<file path="src/rtl/tx_pkg.sv">
// Shared types and default sizes for the transmit path (trigger controller and burst generator).
package tx_pkg;

    localparam int HPER_W_DEF = 10;
    localparam int NCYC_W_DEF = 5;
    localparam int DEAD_T_DEF = 2;

    typedef enum logic [1:0] {
        IDLE,
        PHP,
        PHN,
        DEAD
    } tx_state_t;

endpackage

</file>
<file path="src/rtl/tx_burst_gen_if.sv">
// Trigger-side bus of the burst generator: request with burst shape in, drive phases and status out.
interface tx_burst_gen_if
    import tx_pkg::*;
#(
    parameter int HPER_W = HPER_W_DEF,
    parameter int NCYC_W = NCYC_W_DEF
) ();

    logic              txtrigger;
    logic [HPER_W-1:0] HPER;
    logic [NCYC_W-1:0] NCYC;
    logic              txp;
    logic              txn;
    logic              busy;
    logic              done;

    modport master (
        output txtrigger, HPER, NCYC,
        input  txp, txn, busy, done
    );

    modport slave (
        input  txtrigger, HPER, NCYC,
        output txp, txn, busy, done
    );

endinterface

</file>
<file path="src/rtl/tx_phase_timer.sv">
// Loadable down-counter; expired is high while the count sits at zero.
module tx_phase_timer #(
    parameter int W = 10
) (
    input  logic         clock,
    input  logic         reset,
    input  logic         load,
    input  logic [W-1:0] load_val,
    input  logic         en,
    output logic         expired
);

    logic [W-1:0] count;

    always_ff @(posedge clock or negedge reset) begin
        if (!reset) begin
            count <= '0;
        end else if (load) begin
            count <= load_val;
        end else if (en && (count != '0)) begin
            count <= count - W'(1);
        end
    end

    assign expired = (count == '0);

endmodule

</file>
<file path="src/rtl/tx_burst_gen.sv">
// Differential square-wave burst generator: one burst of NCYC periods (HPER clocks per half) per trigger.
// Define TX_DEADTIME_EN to insert DEAD_T idle clocks between phase changes.
module tx_burst_gen
    import tx_pkg::*;
#(
    parameter int HPER_W = HPER_W_DEF,
    parameter int NCYC_W = NCYC_W_DEF,
    parameter int DEAD_T = DEAD_T_DEF
) (
    input  logic          clock,
    input  logic          reset,
    tx_burst_gen_if.slave bus
);

    if (DEAD_T < 1) begin : g_bad_dead_t
        $error("tx_burst_gen: DEAD_T must be at least 1");
    end

    tx_state_t         state, state_d;
    logic [HPER_W-1:0] hper_q;
    logic [NCYC_W-1:0] ncyc_q;
    logic [NCYC_W-1:0] cyc_cnt;

    logic              accept;
    logic              latch;
    logic              cyc_clr;
    logic              cyc_inc;
    logic              ph_load;
    logic              ph_en;
    logic              ph_exp;
    logic [HPER_W-1:0] ph_val;

    logic              txp_q, txn_q, busy_q, done_q;

`ifdef TX_DEADTIME_EN
    tx_state_t         after_q, after_d;
    logic              dt_load;
    logic              dt_en;
    logic              dt_exp;
`endif

    // The done cycle still blocks a new trigger, so the earliest accept is the clock after done.
    assign accept = bus.txtrigger && (bus.HPER != '0) && (bus.NCYC != '0) && !done_q;

    tx_phase_timer #(.W(HPER_W)) u_phase_timer (
        .clock    (clock),
        .reset    (reset),
        .load     (ph_load),
        .load_val (ph_val),
        .en       (ph_en),
        .expired  (ph_exp)
    );

`ifdef TX_DEADTIME_EN
    tx_phase_timer #(.W(HPER_W)) u_dead_timer (
        .clock    (clock),
        .reset    (reset),
        .load     (dt_load),
        .load_val (HPER_W'(DEAD_T - 1)),
        .en       (dt_en),
        .expired  (dt_exp)
    );
`endif

    always_comb begin
        state_d = state;
        latch   = 1'b0;
        cyc_clr = 1'b0;
        cyc_inc = 1'b0;
        ph_load = 1'b0;
        ph_en   = 1'b0;
        ph_val  = hper_q - HPER_W'(1);
`ifdef TX_DEADTIME_EN
        after_d = after_q;
        dt_load = 1'b0;
        dt_en   = 1'b0;
`endif
        case (state)
            IDLE: begin
                if (accept) begin
                    state_d = PHP;
                    latch   = 1'b1;
                    cyc_clr = 1'b1;
                    ph_load = 1'b1;
                    ph_val  = bus.HPER - HPER_W'(1);
                end
            end
            PHP: begin
                if (ph_exp) begin
`ifdef TX_DEADTIME_EN
                    state_d = DEAD;
                    after_d = PHN;
                    dt_load = 1'b1;
`else
                    state_d = PHN;
                    ph_load = 1'b1;
`endif
                end else begin
                    ph_en = 1'b1;
                end
            end
            PHN: begin
                if (ph_exp) begin
                    // Comparing against NCYC-1 keeps the counter from wrapping at the maximum NCYC.
                    if (cyc_cnt == (ncyc_q - NCYC_W'(1))) begin
                        state_d = IDLE;
                    end else begin
                        cyc_inc = 1'b1;
`ifdef TX_DEADTIME_EN
                        state_d = DEAD;
                        after_d = PHP;
                        dt_load = 1'b1;
`else
                        state_d = PHP;
                        ph_load = 1'b1;
`endif
                    end
                end else begin
                    ph_en = 1'b1;
                end
            end
            DEAD: begin
`ifdef TX_DEADTIME_EN
                if (dt_exp) begin
                    state_d = after_q;
                    ph_load = 1'b1;
                end else begin
                    dt_en = 1'b1;
                end
`else
                state_d = IDLE;
`endif
            end
            default: state_d = IDLE;
        endcase
    end

    // Outputs decode the next state so they change on the same edge as the state register.
    always_ff @(posedge clock or negedge reset) begin
        if (!reset) begin
            state  <= IDLE;
            txp_q  <= 1'b0;
            txn_q  <= 1'b0;
            busy_q <= 1'b0;
            done_q <= 1'b0;
        end else begin
            state  <= state_d;
            txp_q  <= (state_d == PHP);
            txn_q  <= (state_d == PHN);
            busy_q <= (state_d != IDLE);
            done_q <= (state != IDLE) && (state_d == IDLE);
        end
    end

    always_ff @(posedge clock or negedge reset) begin
        if (!reset) begin
            hper_q  <= '0;
            ncyc_q  <= '0;
            cyc_cnt <= '0;
        end else begin
            if (latch) begin
                hper_q <= bus.HPER;
                ncyc_q <= bus.NCYC;
            end
            if (cyc_clr) begin
                cyc_cnt <= '0;
            end else if (cyc_inc) begin
                cyc_cnt <= cyc_cnt + NCYC_W'(1);
            end
        end
    end

`ifdef TX_DEADTIME_EN
    always_ff @(posedge clock or negedge reset) begin
        if (!reset) begin
            after_q <= PHP;
        end else begin
            after_q <= after_d;
        end
    end
`endif

    assign bus.txp  = txp_q;
    assign bus.txn  = txn_q;
    assign bus.busy = busy_q;
    assign bus.done = done_q;

endmodule

</file>
<file path="src/flat_wrapper.sv">
// flat-port wrapper written by rule: the top's interface ports become plain ports
module tx_burst_gen_flat import tx_pkg::*;
#(
    parameter int HPER_W = HPER_W_DEF,
    parameter int NCYC_W = NCYC_W_DEF,
    parameter int DEAD_T = DEAD_T_DEF
)
  (clock, reset, bus_txtrigger, bus_HPER, bus_NCYC, bus_txp, bus_txn, bus_busy, bus_done);
  tx_burst_gen_if #(.HPER_W(HPER_W), .NCYC_W(NCYC_W)) bus_i ();
  input  logic clock;
  input  logic reset;
  input wire logic [$bits(bus_i.txtrigger)-1:0] bus_txtrigger;
  input wire logic [$bits(bus_i.HPER)-1:0] bus_HPER;
  input wire logic [$bits(bus_i.NCYC)-1:0] bus_NCYC;
  output wire logic [$bits(bus_i.txp)-1:0] bus_txp;
  output wire logic [$bits(bus_i.txn)-1:0] bus_txn;
  output wire logic [$bits(bus_i.busy)-1:0] bus_busy;
  output wire logic [$bits(bus_i.done)-1:0] bus_done;
  assign bus_i.txtrigger = bus_txtrigger;
  assign bus_i.HPER = bus_HPER;
  assign bus_i.NCYC = bus_NCYC;
  assign bus_txp = bus_i.txp;
  assign bus_txn = bus_i.txn;
  assign bus_busy = bus_i.busy;
  assign bus_done = bus_i.done;
  tx_burst_gen #(.HPER_W(HPER_W), .NCYC_W(NCYC_W), .DEAD_T(DEAD_T)) u_core (.clock(clock), .reset(reset), .bus(bus_i));
endmodule
</file>
<file path="config.mk">
export PLATFORM = sky130hd
export DESIGN_NAME = tx_burst_gen_flat
export DESIGN_NICKNAME = d
export VERILOG_FILES = /design/src/rtl/tx_pkg.sv /design/src/rtl/tx_burst_gen_if.sv /design/src/rtl/tx_phase_timer.sv /design/src/rtl/tx_burst_gen.sv /design/src/flat_wrapper.sv
export SDC_FILE = /design/constraint.sdc
export NUM_CORES = 1
export LEC_CHECK = 0
export CORE_AREA = 10 10 80 82
export DETAILED_ROUTE_END_ITERATION = 6
export DIE_AREA = 0 0 90 92
export PLACE_DENSITY = 0.72
export SETUP_SLACK_MARGIN = 0.02
export SYNTH_ARGS = -nofsm -noshare
export SYNTH_HDL_FRONTEND = slang
export SYNTH_HIERARCHICAL = 1
export SYNTH_SLANG_ARGS = --single-unit
</file>
<file path="constraint.sdc">
create_clock -name clock -period 3 [get_ports clock]
set_input_delay 0.9 -clock clock [delete_from_list [all_inputs] [get_ports clock]]
set_output_delay 0.9 -clock clock [all_outputs]
set_load 0.02 [all_outputs]
</file>
# == Word-level counts from Yosys, hierarchy flattened ==
# Cells that the tools add are included.
# totals
register_bits,36
out_inout_bits,4
wordCells,57
# op_classes
add_sub_neg,5
eq_ne,6
muxes,20
reduce_logical,17
# ops
operator,n
$mux 10,4
$sub 10x1->10 const B,3
$reduce_bool 10->1,2
$logic_not 10->1,1
$mux 5,2
$mux 1,9
$pmux 2 s4,1
$reduce_bool 2->1,4
$eq 2x2->1 const B,3
$mux 2,3
$add 5x1->5 const B,1
$eq 5x5->1,1
$logic_and 1x1->1,5
$reduce_bool 5->1,1
$sub 5x1->5 const B,1
$eq 2x1->1 const B,2
$logic_not 2->1,2
$pmux 1 s3,1
$reduce_or 2->1,1
$logic_not 1->1,1

# == Longest topological paths before layout ==
# depth
word_depth,8
ltp_mapped,12
ltp_nobuf,11

# == Hierarchy ==
# The synthesis kept the hierarchy.
# modules_own_cells
module,n_inst,cells_per_inst,area_each_um2
tx_burst_gen,1,176,1711.6
tx_phase_timer,1,67,621.8

# == Worst setup path before layout ==
# No wires, ideal clock.
# synth_path
path_kind,register -> register
start,reg u_core.u_phase_timer.count[6]
end,reg u_core.u_phase_timer.count[0]
setup_time_ns,0.135
t_arrival_ns,2.625
required_time_ns,2.865
slack_ns,0.240
stages_incl_launch_ff,10
n_path_buf,2
synth_period_minus_slack_ns,2.760
path_cell_list,dfrtp_1 or4_4 or3_1 inv_1 and2_0 nand2b_1 a31oi_1 clkbuf_1 clkbuf_1 o21ai_0
# synth_between
word_cells_on_any_way,10
# synth_lines
item,line_no,rtl
from (decl),tx_phase_timer.sv:13,logic [W-1:0] count;
from (signal assigned),tx_phase_timer.sv:19,count <= load_val;
from (signal assigned),tx_phase_timer.sv:21,count <= count - W'(1);
$logic_not 10->1 *,tx_phase_timer.sv:25,assign expired = (count == '0);
via u_core.ph_exp,tx_burst_gen.sv:30,logic ph_exp;
"$mux 1, on equally long branches","tx_burst_gen.sv:103, tx_burst_gen.sv:89",
$pmux 1 s3 *,tx_burst_gen.sv:78,case (state)
via u_core.ph_load,tx_burst_gen.sv:28,logic ph_load;
$mux 10 or $reduce_bool 2->1 (tied branches),-,
# The timed path passes the listed nets; every way through them passes the cells marked *.
# A chain may end at the register's enable or synchronous reset.

# == Final worst setup path ==
# layout_path
start,in bus_HPER[2]
end,reg u_core.u_phase_timer.count[9]
# layout_between
elab_chain_len,7
word_cells_on_any_way,11
# layout_rtl
item,line_no,rtl
from (decl),flat_wrapper.sv:13,input wire logic [$bits(bus_i.HPER)-1:0] bus_HPER;
branches (longest 4 deep; another with $sub 10x1->10),-,
$mux 10 *,tx_burst_gen.sv:80,if (accept) begin
$mux 10 *,tx_burst_gen.sv:78,
via u_core.ph_val[9],tx_burst_gen.sv:31,logic [HPER_W-1:0] ph_val;
$mux 10 *,tx_phase_timer.sv:18,end else if (load) begin
# Mark *: on every way through the listed nets, which the timed path passes.

==> flow_summary.yaml <==
timing:
  hold_viol_final: 0
  fin_setup_tns_ns: 0
  fmax_ghz: 0.353
  skew_ns: 0.00593
  setup_violations: 0
  rsz0062_at_grt: "false"
  slew_headroom: 0.465
  slew_viol_final: 0
  whs_ns: 0.539
  min_period_over_period: 0.943
  setup_ws_ns: 0.170
  timing.final.crit_period_ns: 2.83
  tightest_slew_ns: 0.802
clocking:
  clk_pin_slew_ns: 0.07
  cts_max_level: 2
  clock-sinks: 36
  cts_setup_buffers: 0
  ctsResizeCount: 0
  cts_hold_repair.buffers: 0
  root_buffer: "clkbuf_8"
  numCtsBuffers: 5
  clk_path_buf_depth: 2
  clk_latency_ns: 0.29
  cts_tree: "done"
synth:
  yosys-top-cells-count: "dfrtp_1, nand2_1, inv_1, mux2_2, nor2_1"
  synth_most_common_cell: "dfrtp_1"
  synth-edff-count: 0
  synthCells: 243
  synth_top_flop_cell: "dfrtp_1"
  synth.area.top_cells: "dfrtp_1, mux2_2, ha_1"
  ys_seq_elements: 36
  synth_cell_types: 45
  synth_top_area_frac: 0.386
  async_flop_share: 1.00
  yosys.area.top_type: "dfrtp_1"
  synth_area_per_cell_sq_um: 9.60
  yosysSeqAreaShare: 0.386
  synth_warnings: 6
  synth_area_sq_mm: 0.00233
  syn_nets: 271
job:
  cap_violations: 0
power:
  power_density_mw_per_mm2: 310
  totalPowerFinal_w: 0.000871
  p_comb_frac: 0.074
  switchingPower_w: 0.000192
  clkPwrFrac: 0.369
  swShare: 0.221
  ir_drop_mv: 0.188
  intPower_w: 0.000679
  leakage_nw: 1.30
  seqPwrFrac: 0.557
grt:
  grt-busiest-layer: "met2"
  grt_pass1_vias: 1778
  grt_start_max_net_pins: 37
  track_usage: 0.117
  gr-usage-met1: 0.149
  antenna_found_initial: 0
  use_met3: 0.0236
  use_met2: 0.187
  grt_pass1_wl_mm: 8.12
  overflow: 0
worst_setup_path:
  start_kind: "input port"
  crit_type: "input port to register"
  crit_arrival_ns: 3.00
  regToRegSetupSlack_ns: 0.27
  crit_fanout: 3
  cp.required_ns: 3.17
  r2r_end: "u_core/u_phase_timer/count[9]"
  r2r_cells: 9
  endpoint_kind: "register"
  rr_startpoint: "u_core/u_phase_timer/count[6]"
cells_and_area:
  synthToLayoutAreaGrowth_pct: 20.5
  fin_area_sq_mm: 0.00281
  drive_gt1_frac: 0.167
  antennaDiodeCount: 0
  n_fill_cell: 433
  num-nets-final: 309
drt:
  first_pass_iters: 4
  drc: 0
  routedWlPerCell_um: 13.7
  ant_nets: 0
  drt_iter0_drc: 85
  vias: 1856
  wl_mm: 4.80
  vias_per_cell: 5.29
floorplanning:
  fp.dieW_um: 90
  die_area_sq_mm: 0.00828
  num_io_pins: 22
  coreArea_sq_mm: 0.00491
  die_h_um: 92
  initial_core_util: 0.475
  placementRows: 26
placed_design:
  place_ws_ns: -0.135
  dp_hpwl_mm: 3.73
  placed_area_sq_mm: 0.00274
  place.gp.congestion: 0.834
  port_buffers: 21
min_path:
  min_path_type: "register to register"
  hold_end: "u_core/hper_q[9]"
  min_from: "u_core/hper_q[9]"
  min_path_cells: 1
status:
  status: "finished, final reports clean"
[cell families (layout without fill, tap and decap cells)]
group,count (synthesis),after routing,synth area share
XOR/XNOR,22,22,0.0826
flip-flops,36,36,0.386
multiplexers,22,22,0.103
buffers and inverters,22,60,0.0359
AO/OA/AOI/OAI,47,47,0.136
AND/OR/NAND/NOR,84,84,0.203
adder cells (fa/ha/maj),10,10,0.0536
[layout make-up]
class,instances,area [sq um],share of cell area
Tap cell,70,87.6,0.0311
Inverter,16,60.1,0.0214
Clock buffer,6,72.6,0.0258
Clock inverter,1,5.00,0.00178
Timing Repair Buffer,37,338,0.120
Sequential cell,36,901,0.320
Multi-Input combinational cell,185,1350,0.480
[metal layers]
metal / wire, um / part of all wire
met2: 2250 / 0.47
met4: 85 / 0.018
met5: 0 / 0
met3: 142 / 0.030
met1: 2320 / 0.48
[layout by cell type, fill, tap and decap left out, drive strengths merged, types with 2 or more instances in the layout]
cell           netlist  layout
o21ai               14      14
nand4                5       5
or4                  5       5
nand2b               5       5
nand2               18      18
mux2                16      16
buf                  2      17
clkbuf               4       6
xnor2               14      14
a21o                 2       2
clkdlybuf4s50        0      20
dfrtp               36      36
nor3                10      10
or3                  7       7
a31oi                2       2
a21oi                9       9
ha                  10      10
o211ai               2       2
nor2                15      15
xor2                 8       8
inv                 16      16
nor3b                2       2
a211oi               2       2
o31ai                2       2
nor4                 3       3
nor2b                5       5
nand3                3       3
a21boi               3       3
mux2i                6       6
o31a                 4       4
[worst max-delay path by stage]
stage                                       start                       endpoint
floorplan           u_core/u_phase_timer/count[6]  u_core/u_phase_timer/count[0]
global placement                      bus_HPER[2]  u_core/u_phase_timer/count[9]
detailed placement                    bus_HPER[2]  u_core/u_phase_timer/count[9]
CTS                                   bus_HPER[2]  u_core/u_phase_timer/count[9]
global route        u_core/u_phase_timer/count[6]  u_core/u_phase_timer/count[9]
finish                                bus_HPER[2]  u_core/u_phase_timer/count[9]
[flip-flops by register name, indices dropped and copies added, names as in the netlist]
name,cells
u_core/bus.txn,1
u_core/cyc_cnt,5
u_core/hper_q,10
u_core/u_phase_timer/count,10
u_core/bus.txp,1
u_core/bus.busy,1
u_core/bus.done,1
u_core/ncyc_q,5
u_core/state,2
[power by group through the flow]
stage / Clock [W] / Sequential (W) / Combinational (W)
finish: 0.000321 / 0.000485 / 0.0000647
global route: 0.000357 / 0.000485 / 0.0000712
CTS: 0.000337 / 0.000485 / 0.0000655
detailed placement: 0 / 0.000494 / 0.0000653
global placement: 0 / 0.000494 / 0.0000648
floorplan: 0 / 0.000495 / 0.0000127
[critical path, stage by stage]
cell and delay (ns):
clkdlybuf4s50_1 0.42, or3_1 0.40, or4_4 0.44, nor4_1 0.24
xnor2_1 0.16, mux2i_1 0.09, a221o_1 0.35
[metrics by stage]
stage	instances	util
2_1_floorplan	243	-
3_3_place_gp	344	0.557
3_5_place_dp	344	0.557
4_1_cts	351	0.573
5_1_grt	351	0.573
6_report	351	0.573
Power figures use the tool's default switching activity.
